<file path="src/rtl/debug_unit_ctrl_if.sv">
// -----------------------------------------------------------------------------
// debug_unit_ctrl_if
//   Signals between the debug unit controller and its surroundings (UART
//   receiver/transmitter, pipeline and dump read mux). The clock and reset
//   stay plain ports on the controller.
//
//   i_rx_data   [7:0]  command byte from the UART receiver
//   i_rx_valid         one-cycle strobe qualifying i_rx_data
//   i_halt             HALT instruction has reached the WB stage
//   i_dump_data [31:0] combinational read data for o_dump_sel/o_dump_addr
//   i_tx_done          one-cycle strobe: transmitter finished current byte
//   o_pipe_enable      global pipeline enable
//   o_dump_sel         0 = register file, 1 = data memory
//   o_dump_addr [4:0]  word index into the selected storage
//   o_tx_data   [7:0]  byte to transmit
//   o_tx_start         one-cycle strobe launching transmission of o_tx_data
//   o_halted           program finished; high from dump completion until reset
//
//   modport slave  : the controller
//   modport master : the environment driving the controller
// -----------------------------------------------------------------------------
interface debug_unit_ctrl_if;
  logic [7:0]  i_rx_data;
  logic        i_rx_valid;
  logic        i_halt;
  logic [31:0] i_dump_data;
  logic        i_tx_done;
  logic        o_pipe_enable;
  logic        o_dump_sel;
  logic [4:0]  o_dump_addr;
  logic [7:0]  o_tx_data;
  logic        o_tx_start;
  logic        o_halted;

  modport slave (
    input  i_rx_data, i_rx_valid, i_halt, i_dump_data, i_tx_done,
    output o_pipe_enable, o_dump_sel, o_dump_addr, o_tx_data, o_tx_start,
           o_halted
  );

  modport master (
    output i_rx_data, i_rx_valid, i_halt, i_dump_data, i_tx_done,
    input  o_pipe_enable, o_dump_sel, o_dump_addr, o_tx_data, o_tx_start,
           o_halted
  );
endinterface

</file>
<file path="src/rtl/debug_unit_ctrl.sv">
// -----------------------------------------------------------------------------
// debug_unit_ctrl
//   Debug controller for a pipelined CPU. Accepts 'C' (continuous run) and
//   'S' (single step) commands over UART. When a run reaches HALT, or after a
//   single step, it dumps N_WORDS 32-bit words (32 registers then 32 data
//   memory words) MSB first, one byte per transmitter handshake. After a dump
//   that followed a HALT the controller parks in HALTED until reset.
//
//   Parameters
//     N_WORDS   total words dumped (default 64)
//   Ports
//     i_clock   single clock, rising edge
//     i_reset   synchronous active-high reset
//     bus       debug_unit_ctrl_if.slave (UART, pipeline and dump signals)
// -----------------------------------------------------------------------------
module debug_unit_ctrl #(
  parameter int N_WORDS = 64
) (
  input  logic               i_clock,
  input  logic               i_reset,
  debug_unit_ctrl_if.slave   bus
);

  typedef enum logic [2:0] {
    S_IDLE,
    S_RUN,
    S_STEP,
    S_LOAD,
    S_SEND,
    S_WAIT,
    S_HALTED
  } state_t;

  localparam logic [7:0] CMD_CONT  = 8'h43;  // 'C'
  localparam logic [7:0] CMD_STEP  = 8'h53;  // 'S'
  localparam logic [5:0] LAST_WORD = 6'(N_WORDS - 1);

  state_t      state;
  logic        halt_flag;   // dump was triggered by HALT -> park in HALTED
  logic [5:0]  word_cnt;
  logic [1:0]  byte_cnt;
  logic [31:0] shift_reg;
  logic [7:0]  tx_data;
  logic        tx_start;
  logic        halted;

  always_ff @(posedge i_clock) begin
    // NOTE: state registers use non-blocking assignments so every branch
    // below reads the pre-edge values, whatever the statement order.
    if (i_reset) begin
      state     <= S_IDLE;
      halt_flag <= 1'b0;
      word_cnt  <= '0;
      byte_cnt  <= '0;
      shift_reg <= '0;
      tx_data   <= '0;
      tx_start  <= 1'b0;
      halted    <= 1'b0;
    end else begin
      // tx_start is a single-cycle pulse; only the branches entering SEND
      // raise it.
      tx_start <= 1'b0;

      unique case (state)
        S_IDLE: begin
          if (bus.i_rx_valid) begin
            if (bus.i_rx_data == CMD_CONT) begin
              state <= S_RUN;
            end else if (bus.i_rx_data == CMD_STEP) begin
              state <= S_STEP;
            end
          end
        end

        S_RUN: begin
          if (bus.i_halt) begin
            halt_flag <= 1'b1;
            word_cnt  <= '0;
            state     <= S_LOAD;
          end
        end

        S_STEP: begin
          if (bus.i_halt) begin
            halt_flag <= 1'b1;
          end
          word_cnt <= '0;
          state    <= S_LOAD;
        end

        // tx_data is registered so it is valid in the SEND cycle; the first
        // byte comes straight from the read data being captured here.
        S_LOAD: begin
          shift_reg <= bus.i_dump_data;
          byte_cnt  <= '0;
          tx_data   <= bus.i_dump_data[31:24];
          tx_start  <= 1'b1;
          state     <= S_SEND;
        end

        S_SEND: begin
          state <= S_WAIT;
        end

        S_WAIT: begin
          if (bus.i_tx_done) begin
            shift_reg <= shift_reg << 8;
            if (byte_cnt != 2'd3) begin
              byte_cnt <= byte_cnt + 2'd1;
              // Next byte is what will sit at [31:24] after this shift.
              tx_data  <= shift_reg[23:16];
              tx_start <= 1'b1;
              state    <= S_SEND;
            end else if (word_cnt < LAST_WORD) begin
              word_cnt <= word_cnt + 6'd1;
              state    <= S_LOAD;
            end else if (halt_flag) begin
              halted <= 1'b1;
              state  <= S_HALTED;
            end else begin
              state <= S_IDLE;
            end
          end
        end

        S_HALTED: begin
          state <= S_HALTED;
        end

        default: begin
          state <= S_IDLE;
        end
      endcase
    end
  end

  // The pipeline must freeze in the very cycle HALT reaches WB, so RUN
  // gates the enable combinationally with i_halt.
  assign bus.o_pipe_enable = ((state == S_RUN) && !bus.i_halt) || (state == S_STEP);
  assign bus.o_dump_sel    = word_cnt[5];
  assign bus.o_dump_addr   = word_cnt[4:0];
  assign bus.o_tx_data     = tx_data;
  assign bus.o_tx_start    = tx_start;
  assign bus.o_halted      = halted;

endmodule

</file>
<file path="src/flat_wrapper.sv">
// flat-port wrapper written by rule: the top's interface ports become plain ports
module debug_unit_ctrl_flat 
#(
  parameter int N_WORDS = 64
)
  (i_clock, i_reset, bus_i_rx_data, bus_i_rx_valid, bus_i_halt, bus_i_dump_data, bus_i_tx_done, bus_o_pipe_enable, bus_o_dump_sel, bus_o_dump_addr, bus_o_tx_data, bus_o_tx_start, bus_o_halted);
  debug_unit_ctrl_if bus_i ();
  input  logic i_clock;
  input  logic i_reset;
  input wire logic [$bits(bus_i.i_rx_data)-1:0] bus_i_rx_data;
  input wire logic [$bits(bus_i.i_rx_valid)-1:0] bus_i_rx_valid;
  input wire logic [$bits(bus_i.i_halt)-1:0] bus_i_halt;
  input wire logic [$bits(bus_i.i_dump_data)-1:0] bus_i_dump_data;
  input wire logic [$bits(bus_i.i_tx_done)-1:0] bus_i_tx_done;
  output wire logic [$bits(bus_i.o_pipe_enable)-1:0] bus_o_pipe_enable;
  output wire logic [$bits(bus_i.o_dump_sel)-1:0] bus_o_dump_sel;
  output wire logic [$bits(bus_i.o_dump_addr)-1:0] bus_o_dump_addr;
  output wire logic [$bits(bus_i.o_tx_data)-1:0] bus_o_tx_data;
  output wire logic [$bits(bus_i.o_tx_start)-1:0] bus_o_tx_start;
  output wire logic [$bits(bus_i.o_halted)-1:0] bus_o_halted;
  assign bus_i.i_rx_data = bus_i_rx_data;
  assign bus_i.i_rx_valid = bus_i_rx_valid;
  assign bus_i.i_halt = bus_i_halt;
  assign bus_i.i_dump_data = bus_i_dump_data;
  assign bus_i.i_tx_done = bus_i_tx_done;
  assign bus_o_pipe_enable = bus_i.o_pipe_enable;
  assign bus_o_dump_sel = bus_i.o_dump_sel;
  assign bus_o_dump_addr = bus_i.o_dump_addr;
  assign bus_o_tx_data = bus_i.o_tx_data;
  assign bus_o_tx_start = bus_i.o_tx_start;
  assign bus_o_halted = bus_i.o_halted;
  debug_unit_ctrl #(.N_WORDS(N_WORDS)) u_core (.i_clock(i_clock), .i_reset(i_reset), .bus(bus_i));
endmodule
</file>
<file path="config.mk">
export PLATFORM = sky130hd
export DESIGN_NAME = debug_unit_ctrl_flat
export DESIGN_NICKNAME = d
export VERILOG_FILES = /design/src/rtl/debug_unit_ctrl_if.sv /design/src/rtl/debug_unit_ctrl.sv /design/src/flat_wrapper.sv
export SDC_FILE = /design/constraint.sdc
export NUM_CORES = 1
export LEC_CHECK = 0
export CAP_MARGIN = 25
export CORE_ASPECT_RATIO = 1.75
export CORE_MARGIN = 8
export CORE_UTILIZATION = 43
export DETAILED_ROUTE_END_ITERATION = 8
export PLACE_DENSITY = 0.76
export SETUP_SLACK_MARGIN = 0.02
export SYNTH_ARGS = -nofsm -noshare
export SYNTH_HDL_FRONTEND = slang
export SYNTH_SLANG_ARGS = --single-unit
</file>
<file path="constraint.sdc">
create_clock -name i_clock -period 1.5 [get_ports i_clock]
set_input_delay 0.15 -clock i_clock [delete_from_list [all_inputs] [get_ports i_clock]]
set_output_delay 0.15 -clock i_clock [all_outputs]
set_load 0.01 [all_outputs]
</file>
# Word level (Yosys, flattened, before mapping)
# Cells that the tools add are included.
# op_classes
shifts	0
eq_ne	16
n_reduce_logical	13
add_sub_neg	2
bitwise_logic	2
n_div	0
mul	0
magnitude_cmp	1
mux	25
# ops
op	n
24-bit case mux with 2 select lines	1
24-bit two-way mux	1
3-bit two-way mux	8
6-bit two-way mux	4
3-bit case mux with 7 select lines	1
6-bit case mux with 3 select lines	1
8-bit by 7-bit equality test with 1-bit output, second input constant	2
8-bit two-way mux	2
8-bit case mux with 2 select lines	1
2-bit inequality test, second input constant	5
5-bit AND reduction	2
3-bit equality test, second input constant	3
6-bit by 1-bit adder with 6-bit output, second input constant	1
3-bit by 2-bit equality test with 1-bit output, second input constant	2
6-bit less-than comparator, second input constant	1
2-bit two-way mux	2
2-bit by 1-bit inequality test with 1-bit output, second input constant	2
2-bit case mux with 2 select lines	1
2-bit AND reduction	2
4-bit AND reduction	1
3-bit by 1-bit equality test with 1-bit output, second input constant	1
3-bit zero test	1
3-bit by 1-bit inequality test with 1-bit output, second input constant	1
3-bit AND reduction	1
other kinds (10)	12
# totals
word_cells	67
romBits	0
output_inout_bits	17
mem_bits_rw	0
ff_bits	46
latchBits	0
n_memories	0

# Depth between registers and ports, before layout
# Gate-level depths: netlist (run 1).
# logic_depth
word_depth	5
ltp_mapped	6
depth_no_buf	5

# Worst setup path before layout (run 1)
# Ideal clock, no wire load.
# synth_timing
kind	reg-to-reg
startpoint	register u_core.byte_cnt[0]
endpoint	register u_core.tx_data[3], in the netlist u_core.bus.o_tx_data[3]
arrival_ns	1.519
path_stages_with_launch	7
slack_ns	-0.107
t_required_ns	1.412
setup_time_ns	0.088
path_cell_list	dfxtp_1 > ha_1 > and4bb_4 > a2bb2oi_4 > buf_6 > nor2_1 > a311oi_2
# synth_via
elab_chain_cells	3
# synth_rtl
item	line	text
start, declared	debug_unit_ctrl.sv:41	logic [1:0] byte_cnt;
start signal, assigned	debug_unit_ctrl.sv:109	byte_cnt <= byte_cnt + 2'd1;
2-bit inequality test	debug_unit_ctrl.sv:108	if (byte_cnt != 2'd3) begin
2-bit by 1-bit inequality test with 1-bit output (no source line)	n/a	
3-bit AND reduction (no source line)	n/a	
end signal, assigned	debug_unit_ctrl.sv:96	tx_data <= bus.i_dump_data[31:24];
end signal, assigned	debug_unit_ctrl.sv:111	tx_data <= shift_reg[23:16];
end, declared	debug_unit_ctrl.sv:43	logic [7:0] tx_data;
# No other way between the ends.
# A chain may end at the register's enable or synchronous reset.

# Final worst setup path (run 1)
# layout_timing
startpoint	register u_core.state[2]
endpoint	register u_core.shift_reg[23]
# layout_via
elab_chain_cells	3
elab_cells_between_ends	6
# layout_rtl
item	line	text
start, declared	debug_unit_ctrl.sv:38	state_t state;
start signal, assigned	debug_unit_ctrl.sv:51	state <= S_IDLE;
start signal, assigned	debug_unit_ctrl.sv:68	state <= S_RUN;
start signal, assigned	debug_unit_ctrl.sv:70	state <= S_STEP;
3-bit equality test or 3-bit by 2-bit equality test with 1-bit output (tied branches)	debug_unit_ctrl.sv:64	unique case (state)
2-bit inequality test (no source line) or 2-bit nonzero test (tied branches)	n/a	
2-bit AND reduction (no source line)	n/a	
end signal, assigned	debug_unit_ctrl.sv:94	shift_reg <= bus.i_dump_data;
end signal, assigned	debug_unit_ctrl.sv:107	shift_reg <= shift_reg << 8;
end, declared	debug_unit_ctrl.sv:42	logic [31:0] shift_reg;
# Parallel ways exist; a longest one is shown, timed or not.

==> results_dict.tcl, run 1 <==
set metrics [dict create \
    ant_nets 0 \
    drv_cap 0 \
    relSlewSlack_pct 74.0 \
    synthArstFlopShare_pct 0 \
    maxSlewViolCount 0 \
    die-area_sq_um 7850 \
    ys_warn_count 0 \
    grt_setup_unrepaired "true" \
    setup-violations-final 2 \
    r2r_slack_ns -0.01 \
    grt_usage_pct 14.9 \
    status "finished with violations" \
    startpoint_type "register" \
    cts.sinks 46 \
    grt_max_degree 34 \
    hold_viol 0 \
    wl_per_cell_microns 15.8 \
    r2r_cells 5 \
    synthTopCellsByArea "dfxtp_1, a311oi_1, nand2_1, nor2_1, a22oi_1" \
    pin_count 62 \
    num_rows 34 \
    finalCriticalPeriod_ns 1.51 \
    max_freq_mhz 661 \
    vias 2325 \
    setup_slack_ns -0.0117 \
    synth-edff-count 0 \
    grt_pass1_wl_microns 10100 \
    start_util_pct 44.9 \
    diodes 0 \
    clock-root-buffer "clkbuf_8" \
    post-place-ws_ns -0.180 \
    synth_top_area_share_pct 41.2 \
    synth_ff_type "dfxtp_1" \
    post-synth-top-area-cell "dfxtp_1" \
    postCtsHoldBufs 0 \
    crit_arrival_ns 1.71 \
    ys_seq_elements 46 \
    dr.pass1.iters 4 \
    wl_microns 6550 \
    routed_via_density 5.60 \
    drive_gt1_share_pct 26.3 \
    syn-num-nets 317 \
    end_kind "register" \
    clk_pin_slew_worst_paths_ns 0.09 \
    drc 0 \
    area_growth_pct 56.7 \
    numCtsBuffers 5 \
    clk_latency_ns 0.30 \
    critPathKind "reg -> reg" \
    rr_endpoint "u_core.shift_reg[23]$_SDFFE_PP0P_" \
    period_share_pct 101 \
    core_sq_um 4980 \
    final_cells 415 \
    place_area_sq_um 3110 \
    grt-ovfl-total 0 \
    rr_startpoint "u_core.state[2]$_SDFFE_PP0P_" \
    syn_area_per_cell_sq_um 8.27 \
    failed_checks "negative setup slack" \
    synth_cell_types 45 \
    power.density_nw_per_um2 624 \
    htreeDepth 2 \
    peakVddDrop_uv 696 \
    netlist_area_sq_um 2230 \
    hp-class "in -> reg" \
    yosysSeqAreaShare_pct 41.2 \
    gp_congestion 0.835 \
    skew_ns 0.00615 \
    antenna_found_initial 0 \
    p_leak_uw 0.00135 \
    design_area_sq_um 3500 \
    cp_slowest_stage_delay_ns 0.36 \
    largest_register_ffs 24 \
    max_slew.worst_pin.slew_ns 0.384 \
    cts_tree "built" \
    placedCellCount 399 \
    dp_hpwl_microns 4430 \
    required_ns 1.70 \
    nets 407 \
    clock_path_buffers 2 \
    port_buffers 61 \
    syn_inst 270 \
    endpoint "u_core.shift_reg[23]$_SDFFE_PP0P_" \
    chipHeight_microns 111 \
    grt_pass1_vias 2232 \
    critPathSlowestCell "dfxtp_2" \
    path_cells "buf_12 > and3b_2 > buf_4 > nand2_1 > a311oi_2" \
    crit_start "u_core.state[2]$_SDFFE_PP0P_" \
    dieWidth_microns 70.5 \
    cp_max_fo 15 \
    first_iter_violations 154 \
]
## cell type report
class                      count  area (sq um)
clock inverter                 3          21.3
inverter                       2          7.51
clock buffer                   5          68.8
fill                         373          1480
sequential                    46           940
timing repair buffer         103          1040
tap                           54          67.6
multi-input combinational    202          1350
## cells in the mapped netlist, drive strengths merged, types with 4 or more instances
master  instances
o21ai           4
a21oi          10
a22oi           8
nand2          56
nand3           6
clkbuf          6
nand2b          5
nor2           44
buf            14
a311oi         26
dfxtp          46
a31oi           5
## where the power goes
| group | total (uW) | leakage [uW] | internal (uW) | switching [uW] |
|---|---|---|---|---|
| registers | 1210 | 0.000375 | 1210 | 0.343 |
| logic | 194 | 0.000934 | 125 | 69.7 |
| clock network | 775 | 0.0000441 | 328 | 447 |
| total | 2180 | 0.00135 | 1670 | 517 |
## how the worst min path moves through the flow
stage,from,endpoint,cells past startpoint
after floorplan,bus_i_halt,u_core.halt_flag$_SDFFE_PP0P_,2
after global placement,u_core.bus.o_halted$_SDFFE_PP0P_,u_core.bus.o_halted$_SDFFE_PP0P_,2
after detailed placement,u_core.shift_reg[12]$_SDFFE_PP0P_,u_core.shift_reg[20]$_SDFFE_PP0P_,2
after CTS,i_reset,u_core.halt_flag$_SDFFE_PP0P_,2
after global routing,i_reset,u_core.halt_flag$_SDFFE_PP0P_,2
final,i_reset,u_core.halt_flag$_SDFFE_PP0P_,2
## routing by layer
| layer | GRT usage (%) | part of all wire, % |
|---|---|---|
| met3 | 3.11 | 3.8 |
| met5 | 0 | 0 |
| met2 | 25.8 | 54 |
| met4 | 7.68 | 2.2 |
| met1 | 16.5 | 40 |
## stage by stage
| step | util [%] | setup TNS (ns) | hold WS, ns | power [uW] |
|---|---|---|---|---|
| 2_1_floorplan | - | 0 | 0.291 | 1290 |
| 3_3_place_gp | 62.5 | -2.41 | 0.455 | 1430 |
| 3_5_place_dp | 62.5 | -3.41 | 0.471 | 1430 |
| 4_1_cts | 64.7 | 0 | 0.202 | 2190 |
| 5_1_grt | 70.3 | -0.441 | 0.242 | 2250 |
| 6_report | 70.3 | -0.0118 | 0.217 | 2180 |
## worst max-delay path: cells and delay by family, from the launching register on
family                 cells  cell delay (ns)
and+or+nand+nor            2             0.40
DFF                        1             0.36
buffers and inverters      2             0.36
AOI/OAI and AO/OA          1             0.29
## cells by family after synthesis
| kind of cell | share of synthesized area [%] |
|---|---|
| and+or+nand+nor | 26.2 |
| adders and majority gates | 1.12 |
| DFF | 41.2 |
| buffers and inverters | 5.88 |
| AOI/OAI and AO/OA | 24.6 |
| muxes | 0.952 |
## cells in the final DEF (no fill, tap or decap), types with 5 or more instances in the layout
cell type | netlist | layout
buf_6 | 3 | 5
nand2b_1 | 5 | 5
a311oi_2 | 1 | 10
nand3_1 | 6 | 5
a21oi_1 | 10 | 9
nor2_2 | 0 | 5
clkdlybuf4s50_1 | 0 | 55
nor2_1 | 44 | 39
a31oi_1 | 5 | 5
buf_4 | 5 | 30
buf_12 | 0 | 5
dfxtp_1 | 46 | 39
nand2_1 | 56 | 55
a311oi_1 | 25 | 16
a22oi_1 | 8 | 8
clkbuf_8 | 0 | 5
## repair_timing
| action | CTS | global route |
|---|---|---|
| setup endpoints to repair | 41 | 44 |
| buffers inserted | 1 | 5 |
| pin swaps | 0 | 17 |
| gates cloned | 0 | 2 |
| resized for setup | 10 | 41 |
Note: power is estimated with default switching activity, not from simulation.
==> run 2, diff against run 1 <==
--- a/config.mk
+++ b/config.mk
@@ -10,7 +10,9 @@
 export CORE_MARGIN = 8
 export CORE_UTILIZATION = 43
 export DETAILED_ROUTE_END_ITERATION = 8
+export HOLD_SLACK_MARGIN = 0.03
 export PLACE_DENSITY = 0.76
+export REMOVE_ABC_BUFFERS = 1
 export SETUP_SLACK_MARGIN = 0.02
 export SYNTH_ARGS = -nofsm -noshare
 export SYNTH_HDL_FRONTEND = slang
==> results_dict.tcl, run 2 (synthesis gave the netlist of run 1 again) <==
set metrics [dict create \
    routed_via_density 5.55 \
    max_freq_mhz 647 \
    final_cell_mix "nand2_1, clkdlybuf4s50_1, dfxtp_1" \
    gp_congestion 0.808 \
    grt_max_degree 32 \
    failed_checks "negative setup slack" \
    pin_count 62 \
    wl_per_cell_microns 15.5 \
    clk_pin_slew_worst_paths_ns 0.09 \
    first_iter_violations 135 \
    final_common_cell "nand2_1" \
    p_leak_uw 0.00137 \
    start_util_pct 44.9 \
    cts_tree "built" \
    cts.sinks 46 \
    grt_setup_unrepaired "true" \
    drc 0 \
    setup_slack_ns -0.0466 \
    cp_max_fo 8 \
    fill_cells 399 \
    startpoint_type "register" \
    ant_nets 0 \
    die-area_sq_um 7850 \
    drv_cap 0 \
    placedCellCount 400 \
    num_rows 34 \
    diodes 0 \
    max_slew.worst_pin.slew_ns 0.389 \
    critPathKind "reg -> reg" \
    peakVddDrop_uv 820 \
    finalCoreUtilization_pct 69.6 \
    critPathSlowestCell "and4bb_4" \
    area_growth_pct 55.1 \
    wl_microns 6500 \
    core_sq_um 4980 \
    skew_ns 0.00325 \
    dp_hpwl_microns 4430 \
    finalCriticalPeriod_ns 1.55 \
    final_cells 418 \
    numCtsBuffers 5 \
    drive_gt1_share_pct 24.2 \
    grt_pass1_wl_microns 9770 \
    port_buffers 61 \
    clock_path_buffers 2 \
    multi_input_area_sq_um 1300 \
    power.density_nw_per_um2 625 \
    chipHeight_microns 111 \
    regArea_sq_um 935 \
    antenna_found_initial 0 \
    grt_usage_pct 14.5 \
    clk_latency_ns 0.29 \
    maxSlewViolCount 0 \
    grt-ovfl-total 0 \
    relSlewSlack_pct 73.7 \
    period_share_pct 103 \
    status "finished with violations" \
    crit_buf_inv 1 \
    vias 2318 \
    largest_register_ffs 24 \
    crit_family "compound AO/OA/AOI/OAI gates" \
    dieWidth_microns 70.5 \
    htreeDepth 2 \
    hp-class "in -> reg" \
    dr.pass1.iters 4 \
    end_kind "register" \
    required_ns 1.71 \
    cp_slowest_stage_delay_ns 0.35 \
    tns_ns -0.269 \
    clock-root-buffer "clkbuf_8" \
    nets 410 \
    grt_pass1_vias 2236 \
    path_cells "ha_4 > and4bb_4 > a2bb2oi_4 > buf_12 > nor2_1 > a311oi_1" \
    hold_viol 0 \
    setup-violations-final 8 \
    crit_arrival_ns 1.75 \
]
-- run 2: cell types whose count changed in the layout (fill, tap and decap cells not counted), sizes merged --
cell	change
clkdlybuf4s50	-1
dlygate4sd2	+1
buf	+3
-- run 2: cell type report --
cell class / count / share of cell area, %
timing repair buffer: 106 / 30.6
multi-input combinational: 202 / 37.6
tap: 54 / 1.95
sequential: 46 / 27.0
inverter: 2 / 0.217
clock buffer: 5 / 1.99
clock inverter: 3 / 0.614
-- run 2: metal layers --
layer	routed length (microns)	vias to the layer above	global-route usage [%]	part of all wire, %
li1	-	1160	-	-
met1	2580	1086	15.5	40
met2	3540	64	26.3	54
met3	300	8	3.73	4.6
met4	78	0	4.85	1.2
met5	0	-	0	0
-- run 2: final timing paths --
| check | endpoint | slack, ns | start | depth (start not counted) |
|---|---|---|---|---|
| worst max-delay path | u_core.bus.o_tx_data[1]$_SDFFE_PP0P_ | -0.05 | u_core.byte_cnt[1]$_SDFFE_PP0P_ | 6 |
| worst min register to register | u_core.bus.o_tx_data[4]$_SDFFE_PP0P_ | 0.48 | u_core.shift_reg[20]$_SDFFE_PP0P_ | 2 |
| worst max register to register | u_core.bus.o_tx_data[1]$_SDFFE_PP0P_ | -0.05 | u_core.byte_cnt[1]$_SDFFE_PP0P_ | 6 |
| worst min-delay path | u_core.halt_flag$_SDFFE_PP0P_ | 0.25 | i_reset | 2 |
-- run 2: what timing repair did --
| action | in CTS | in global routing |
|---|---|---|
| gates resized for setup | 13 | 40 |
| cloned | 0 | 3 |
| endpoints found under the setup margin | 41 | 36 |
| setup buffers | 0 | 7 |
| hold buffers | 0 | 0 |
| pin swaps | 1 | 22 |
-- run 2: worst reg2reg max path: stages (launching register included) --
cell	delay (ns)
dfxtp_2	0.34
ha_4	0.16
and4bb_4	0.35
a2bb2oi_4	0.22
buf_12	0.16
nor2_1	0.04
a311oi_1	0.19
-- run 2: per-stage QoR --
stage               hold WS [ns]  power [uW]  cell area [sq um]  setup WS (ns)
floorplan                  0.218        1280               2110         -0.489
global placement           0.454        1430               3080         -0.138
detailed placement         0.466        1430               3080         -0.211
CTS                        0.242        2190               3190       -0.00933
global route               0.264        2240               3460        -0.0947
finish                     0.252        2160               3460        -0.0466
-- run 2: where the power goes --
part           total (uW)  switching (uW)  leakage [uW]  internal [uW]
clock network         759             431     0.0000441            328
registers            1210           0.342      0.000374           1210
logic                 189            67.4      0.000952            122
==> run 3, diff against run 2 <==
--- a/config.mk
+++ b/config.mk
@@ -11,7 +11,7 @@
 export CORE_UTILIZATION = 43
 export DETAILED_ROUTE_END_ITERATION = 8
 export HOLD_SLACK_MARGIN = 0.03
-export PLACE_DENSITY = 0.76
+export PLACE_DENSITY = 0.83
 export REMOVE_ABC_BUFFERS = 1
 export SETUP_SLACK_MARGIN = 0.02
 export SYNTH_ARGS = -nofsm -noshare
==> results_dict.tcl, run 3 (synthesis gave the netlist of run 1 again) <==
set metrics [dict create \
    required_ns 1.35 \
    final_cells 415 \
    grt_usage_pct 15.5 \
    finalCriticalPeriod_ns 1.51 \
    vias 2275 \
    gp_congestion 0.857 \
    final_cell_mix "nand2_1, clkdlybuf4s50_1, nor2_1" \
    path_cells "buf_4 > nand2b_1 > o21a_1 > nor2_1 > buf_2" \
    grt_max_degree 33 \
    dr.pass1.iters 4 \
    cp_max_fo 6 \
    path_depth 5 \
    power.total_uw 2170 \
    wl_microns 6420 \
    setup-violations-final 3 \
    grt_setup_unrepaired "true" \
    hold_start "i_reset" \
    relSlewSlack_pct 72.1 \
    drv_cap 0 \
    endpoint "bus_o_pipe_enable" \
    end_kind "output pin" \
    area_growth_pct 49.9 \
    clock-root-buffer "clkbuf_8" \
    setup_slack_ns -0.00800 \
    cp_slowest_stage_delay_ns 0.37 \
    final_common_cell "nand2_1" \
    chipHeight_microns 111 \
    port_buffers 61 \
    grt-ovfl-total 0 \
    cts_tree "built" \
    clk_latency_ns 0.30 \
    wl_per_cell_microns 15.5 \
    r2r_cells 6 \
    die-area_sq_um 7850 \
    largest_register_ffs 24 \
    power.density_nw_per_um2 649 \
    peakVddDrop_uv 732 \
    placedCellCount 400 \
    pin_count 62 \
    rr_startpoint "u_core.byte_cnt[0]$_SDFFE_PP0P_" \
    maxSlewViolCount 0 \
    drive_gt1_share_pct 22.4 \
    hold_viol 0 \
    clock_path_buffers 2 \
    htreeDepth 2 \
    critPathSlowestCell "dfxtp_4" \
    crit_start "u_core.state[1]$_SDFFE_PP0P_" \
    dieWidth_microns 70.5 \
    ant_nets 0 \
    start_util_pct 44.9 \
    clk_pin_slew_worst_paths_ns 0.09 \
    drc 0 \
    status "finished with violations" \
    startpoint_type "register" \
    nets 407 \
    diodes 0 \
    failed_checks "negative setup slack" \
    skew_ns 0.00637 \
    routed_via_density 5.48 \
    first_iter_violations 161 \
    rr_endpoint "u_core.bus.o_tx_data[3]$_SDFFE_PP0P_" \
    critPathKind "reg -> out" \
    crit_family "flip-flops" \
    core_sq_um 4980 \
    dp_hpwl_microns 4550 \
    cts.sinks 46 \
    numCtsBuffers 5 \
    antenna_found_initial 0 \
    p_leak_uw 0.00131 \
    crit_arrival_ns 1.36 \
    grt_pass1_vias 2310 \
    num_rows 34 \
    max_freq_mhz 663 \
    max_slew.worst_pin.slew_ns 0.418 \
    crit_buf_inv 2 \
    r2r_slack_ns 0 \
    grt_pass1_wl_microns 10400 \
    hp-class "in -> reg" \
    period_share_pct 101 \
]
run 3: cell count changes in the layout (fill, tap and decap cells not counted), sizes merged:
cell | before | now
buf | 44 | 43
clkbuf | 7 | 6
dlymetal6s2s | 3 | 2
clkdlybuf4s50 | 54 | 55
clkdlybuf4s15 | 1 | 0
run 3: per-layer routing:
metal  vias to the layer above  GRT usage (%)  wire length (microns)
met5                         -              0                      0
met4                         0           5.53                    118
met2                        64           28.8                   3510
li1                       1150              -                      -
met3                        10           4.27                    374
met1                      1051           15.8                   2420
run 3: worst min-delay path by stage:
stage / to / slack [ns] / cells after the start
floorplan: u_core.bus.o_tx_data[3]$_SDFFE_PP0P_ / 0.22 / 1
global placement: u_core.byte_cnt[1]$_SDFFE_PP0P_ / 0.46 / 2
detailed placement: u_core.byte_cnt[1]$_SDFFE_PP0P_ / 0.47 / 2
CTS: u_core.halt_flag$_SDFFE_PP0P_ / 0.25 / 2
global route: u_core.bus.o_halted$_SDFFE_PP0P_ / 0.30 / 2
finish: u_core.halt_flag$_SDFFE_PP0P_ / 0.26 / 2
run 3: area by class of cell:
class | instances | area, sq um
clock inverter | 3 | 21.3
timing repair buffer | 103 | 981
fill | 408 | 1630
clock buffer | 5 | 68.8
inverter | 2 | 7.51
tap | 54 | 67.6
sequential | 46 | 936
multi-input combinational | 202 | 1270
run 3: what timing repair did:
item / in CTS / in global routing
cloned: 1 / 0
hold endpoints to repair: 0 / 0
setup endpoints to repair: 44 / 34
pin swaps: 9 / 6
gates resized for setup: 21 / 23
hold buffers: 0 / 0
setup buffers: 3 / 3
run 3: metrics by stage:
step / hold WS [ns] / area (sq um) / utilization (%) / setup TNS (ns) / worst slack (ns)
floorplan: 0.218 / 2110 / - / -15.94 / -0.489
global placement: 0.456 / 3080 / 61.9 / -3.08 / -0.139
detailed placement: 0.468 / 3080 / 61.9 / -4.94 / -0.200
CTS: 0.251 / 3260 / 65.4 / -0.222 / -0.0634
global route: 0.303 / 3350 / 67.3 / -1.06 / -0.0979
finish: 0.261 / 3350 / 67.3 / -0.00963 / -0.00800
run 3: where the power goes:
part / switching [uW] / internal [uW] / total (uW)
Combinational: 65.7 / 126 / 191
Clock: 439 / 328 / 767
Sequential: 0.248 / 1210 / 1210
==> RTL edit, RTL diff (settings of run 2) <==
`N_WORDS` is set to 64 in 2 places; all go to 48. Comments in the files are not updated.
--- a/src/rtl/debug_unit_ctrl.sv
+++ b/src/rtl/debug_unit_ctrl.sv
@@ -14,7 +14,7 @@
 //     bus       debug_unit_ctrl_if.slave (UART, pipeline and dump signals)
 // -----------------------------------------------------------------------------
 module debug_unit_ctrl #(
-  parameter int N_WORDS = 64
+  parameter int N_WORDS = 48
 ) (
   input  logic               i_clock,
   input  logic               i_reset,
--- a/src/flat_wrapper.sv
+++ b/src/flat_wrapper.sv
@@ -1,7 +1,7 @@
 // flat-port wrapper written by rule: the top's interface ports become plain ports
 module debug_unit_ctrl_flat 
 #(
-  parameter int N_WORDS = 64
+  parameter int N_WORDS = 48
 )
   (i_clock, i_reset, bus_i_rx_data, bus_i_rx_valid, bus_i_halt, bus_i_dump_data, bus_i_tx_done, bus_o_pipe_enable, bus_o_dump_sel, bus_o_dump_addr, bus_o_tx_data, bus_o_tx_start, bus_o_halted);
   debug_unit_ctrl_if bus_i ();
Formal check against the unedited RTL: same outputs for any inputs over 10 cycles, from zero or initial values and one cycle with i_reset high; that may be too few to reach the edited logic, so the function may still have changed.
==> RTL edit against run 2 <==
- the flow still finishes with violations (negative setup slack)
- via count increased by 3.8%
- design area up 5.6%
- sequential cell count unchanged
- routed wire length up 11%
- setup slack worse by 0.0019 ns
- total power decreased by 0.67%
- clock skew is 0.0038 ns higher
- highest routed layer unchanged
- synthesized area shrank 0.39%
==> RTL edit: results (changes against run 2) <==
layout:
  regArea_um2: 943  # +0.94%
  buffers_excl_clock: 116  # +9.4%
  finalNetCount: 420  # +2.4%
  nonClkBufAreaFrac_pct: 31.8  # +1.2 points
  drive_above_1_share_pct: 30.2  # +6.0 points
  design.seq.count: 46  # unchanged
  fin_area_um2: 3660  # +5.6%
  fillers: 350  # -12%
  inverters: 4  # +2
  nClkBuffers: 6  # +1
  instances_no_fill: 428  # +2.4%
  largest_register_ffs: 24  # unchanged
  num-multi-input-gates: 200  # -0.99%
  clkCellAreaFrac_pct: 2.36  # -0.24 points
  multiInputGateArea_um2: 1380  # +5.9%
  antenna-diode-count: 0  # unchanged
timing:
  holdWs_ns: 0.340  # +0.0877 ns
  slew_headroom_pct: 74.1  # +0.47 points
  worst_clock_skew_ns: 0.00709  # +0.00385 ns
  setup_viol: 12  # +4
  tns_ns: -0.274  # -0.00515 ns
  fin_ws_ns: -0.0485  # -0.00190 ns
yosys:
  avgSynthCellArea_um2: 8.27  # about the same
  yosysSeqAreaShare_pct: 41.4  # +0.16 points
  yosys-top-cells-count: "nand2_1 (64), dfxtp_1 (46), nor2_1 (37)"
  synthTopCellsByArea: "dfxtp_1 (41%), nand2_1 (11%), a311oi_1 (9.4%), nor2_1 (6.2%), a22oi_1 (2.7%)"
routing:
  first_pass_iters: 5  # +1
  finalWirelength_um: 7210  # +11%
  drt_iter0_markers: 107  # -21%
  vias: 2406  # +3.8%
power:
  ir_drop_uv: 747  # -9.0%
  p_sw_uw: 489  # -2.0%
  p_sw_share_pct: 22.8  # -0.30 points
  power_clock_uw: 748  # -1%
  p_leak_uw: 0.00154  # +13%
global_routing:
  grt_use_met2_pct: 30.6  # +4.2 points
  use_met1_pct: 16.6  # +1.1 points
  grt_max_degree: 30  # -6.3%
  grt_pass1_wl_um: 10800  # +11%
  grt_use_met3_pct: 3.32  # -0.42 points
  grt_use_total_pct: 16.2  # +1.8 points
worst_hold_path:
  whs_endpoint: "u_core.state[1]"
  holdCritStartpoint: "bus_i_rx_data[2]"
  hold-path-cell-count: 4  # +2
  hold_path_class: "input pin to flop"
setup_path:
  worst-path-max-fanout: 8  # unchanged
  rr_startpoint: "u_core.byte_cnt[1]"
  rr_worst_depth: 6  # unchanged
  crit_slowest_cell: "dfxtp_4"
  worstReg2RegEnd: "u_core.bus.o_tx_data[4]"
outcome:
  outcome: "complete, but fails checks"
  violations: "negative setup slack"
placement:
  place_hpwl_um: 4860  # +9.7%
  io_buffers: 61  # unchanged
  placed_cells: 410  # +2.5%
  gp_congestion: 0.915  # +13%
  dpl-instance-area_um2: 3160  # +2.6%
clocking:
  insertion_delay_ns: 0.30
  cts_inserted_buffers: 5  # unchanged
  cts.htree.levels: 2  # unchanged
## RTL edit: changes by cell type in the layout (fill, tap and decap cells not counted), sizes merged, moves of 4 or more
cell           delta
nand2             +8
buf              +10
nor2              -7
dlymetal6s2s      +6
clkdlybuf4s50     -4
## RTL edit: metal layers
| layer | share of wire [%] | wire length (µm) |
|---|---|---|
| met1 | 38 | 2760 |
| met2 | 56 | 4030 |
| met3 | 4.1 | 299 |
| met4 | 1.7 | 121 |
| met5 | 0 | 0 |
## RTL edit: timing repair
action	CTS	global route
pin swaps	12	29
gates resized for setup	37	44
endpoints found under the setup margin	44	40
gates cloned	1	2
setup buffers	6	2
hold buffers	0	0
## RTL edit: how the worst max path moves through the flow
stage | start | end | slack [ns] | cells after the start
2_1_floorplan | u_core.state[2] | u_core.word_cnt[4] | -0.47 | 4
3_3_place_gp | bus_i_rx_data[2] | u_core.state[0] | -0.28 | 5
3_5_place_dp | bus_i_rx_data[2] | u_core.state[0] | -0.37 | 5
4_1_cts | u_core.byte_cnt[0] | u_core.bus.o_tx_data[4] | -0.07 | 6
5_1_grt | u_core.byte_cnt[1] | u_core.bus.o_tx_data[1] | -0.09 | 6
6_report | u_core.byte_cnt[1] | u_core.bus.o_tx_data[4] | -0.05 | 6
## RTL edit: stage by stage
step	setup slack, ns	utilization (%)
5_1_grt	-0.0939	73.5
6_report	-0.0485	73.5
4_1_cts	-0.0689	69.4
3_5_place_dp	-0.373	63.5
3_3_place_gp	-0.281	63.5
2_1_floorplan	-0.471	-
## RTL edit: cell families after synthesis
family / Yosys count / synth area share, %
buffers and inverters: 23 / 5.85
flip-flops: 46 / 41.4
AND/OR/NAND/NOR: 127 / 26.1
adder cells (fa/ha/maj): 2 / 1.12
AO/OA/AOI/OAI: 71 / 25.5
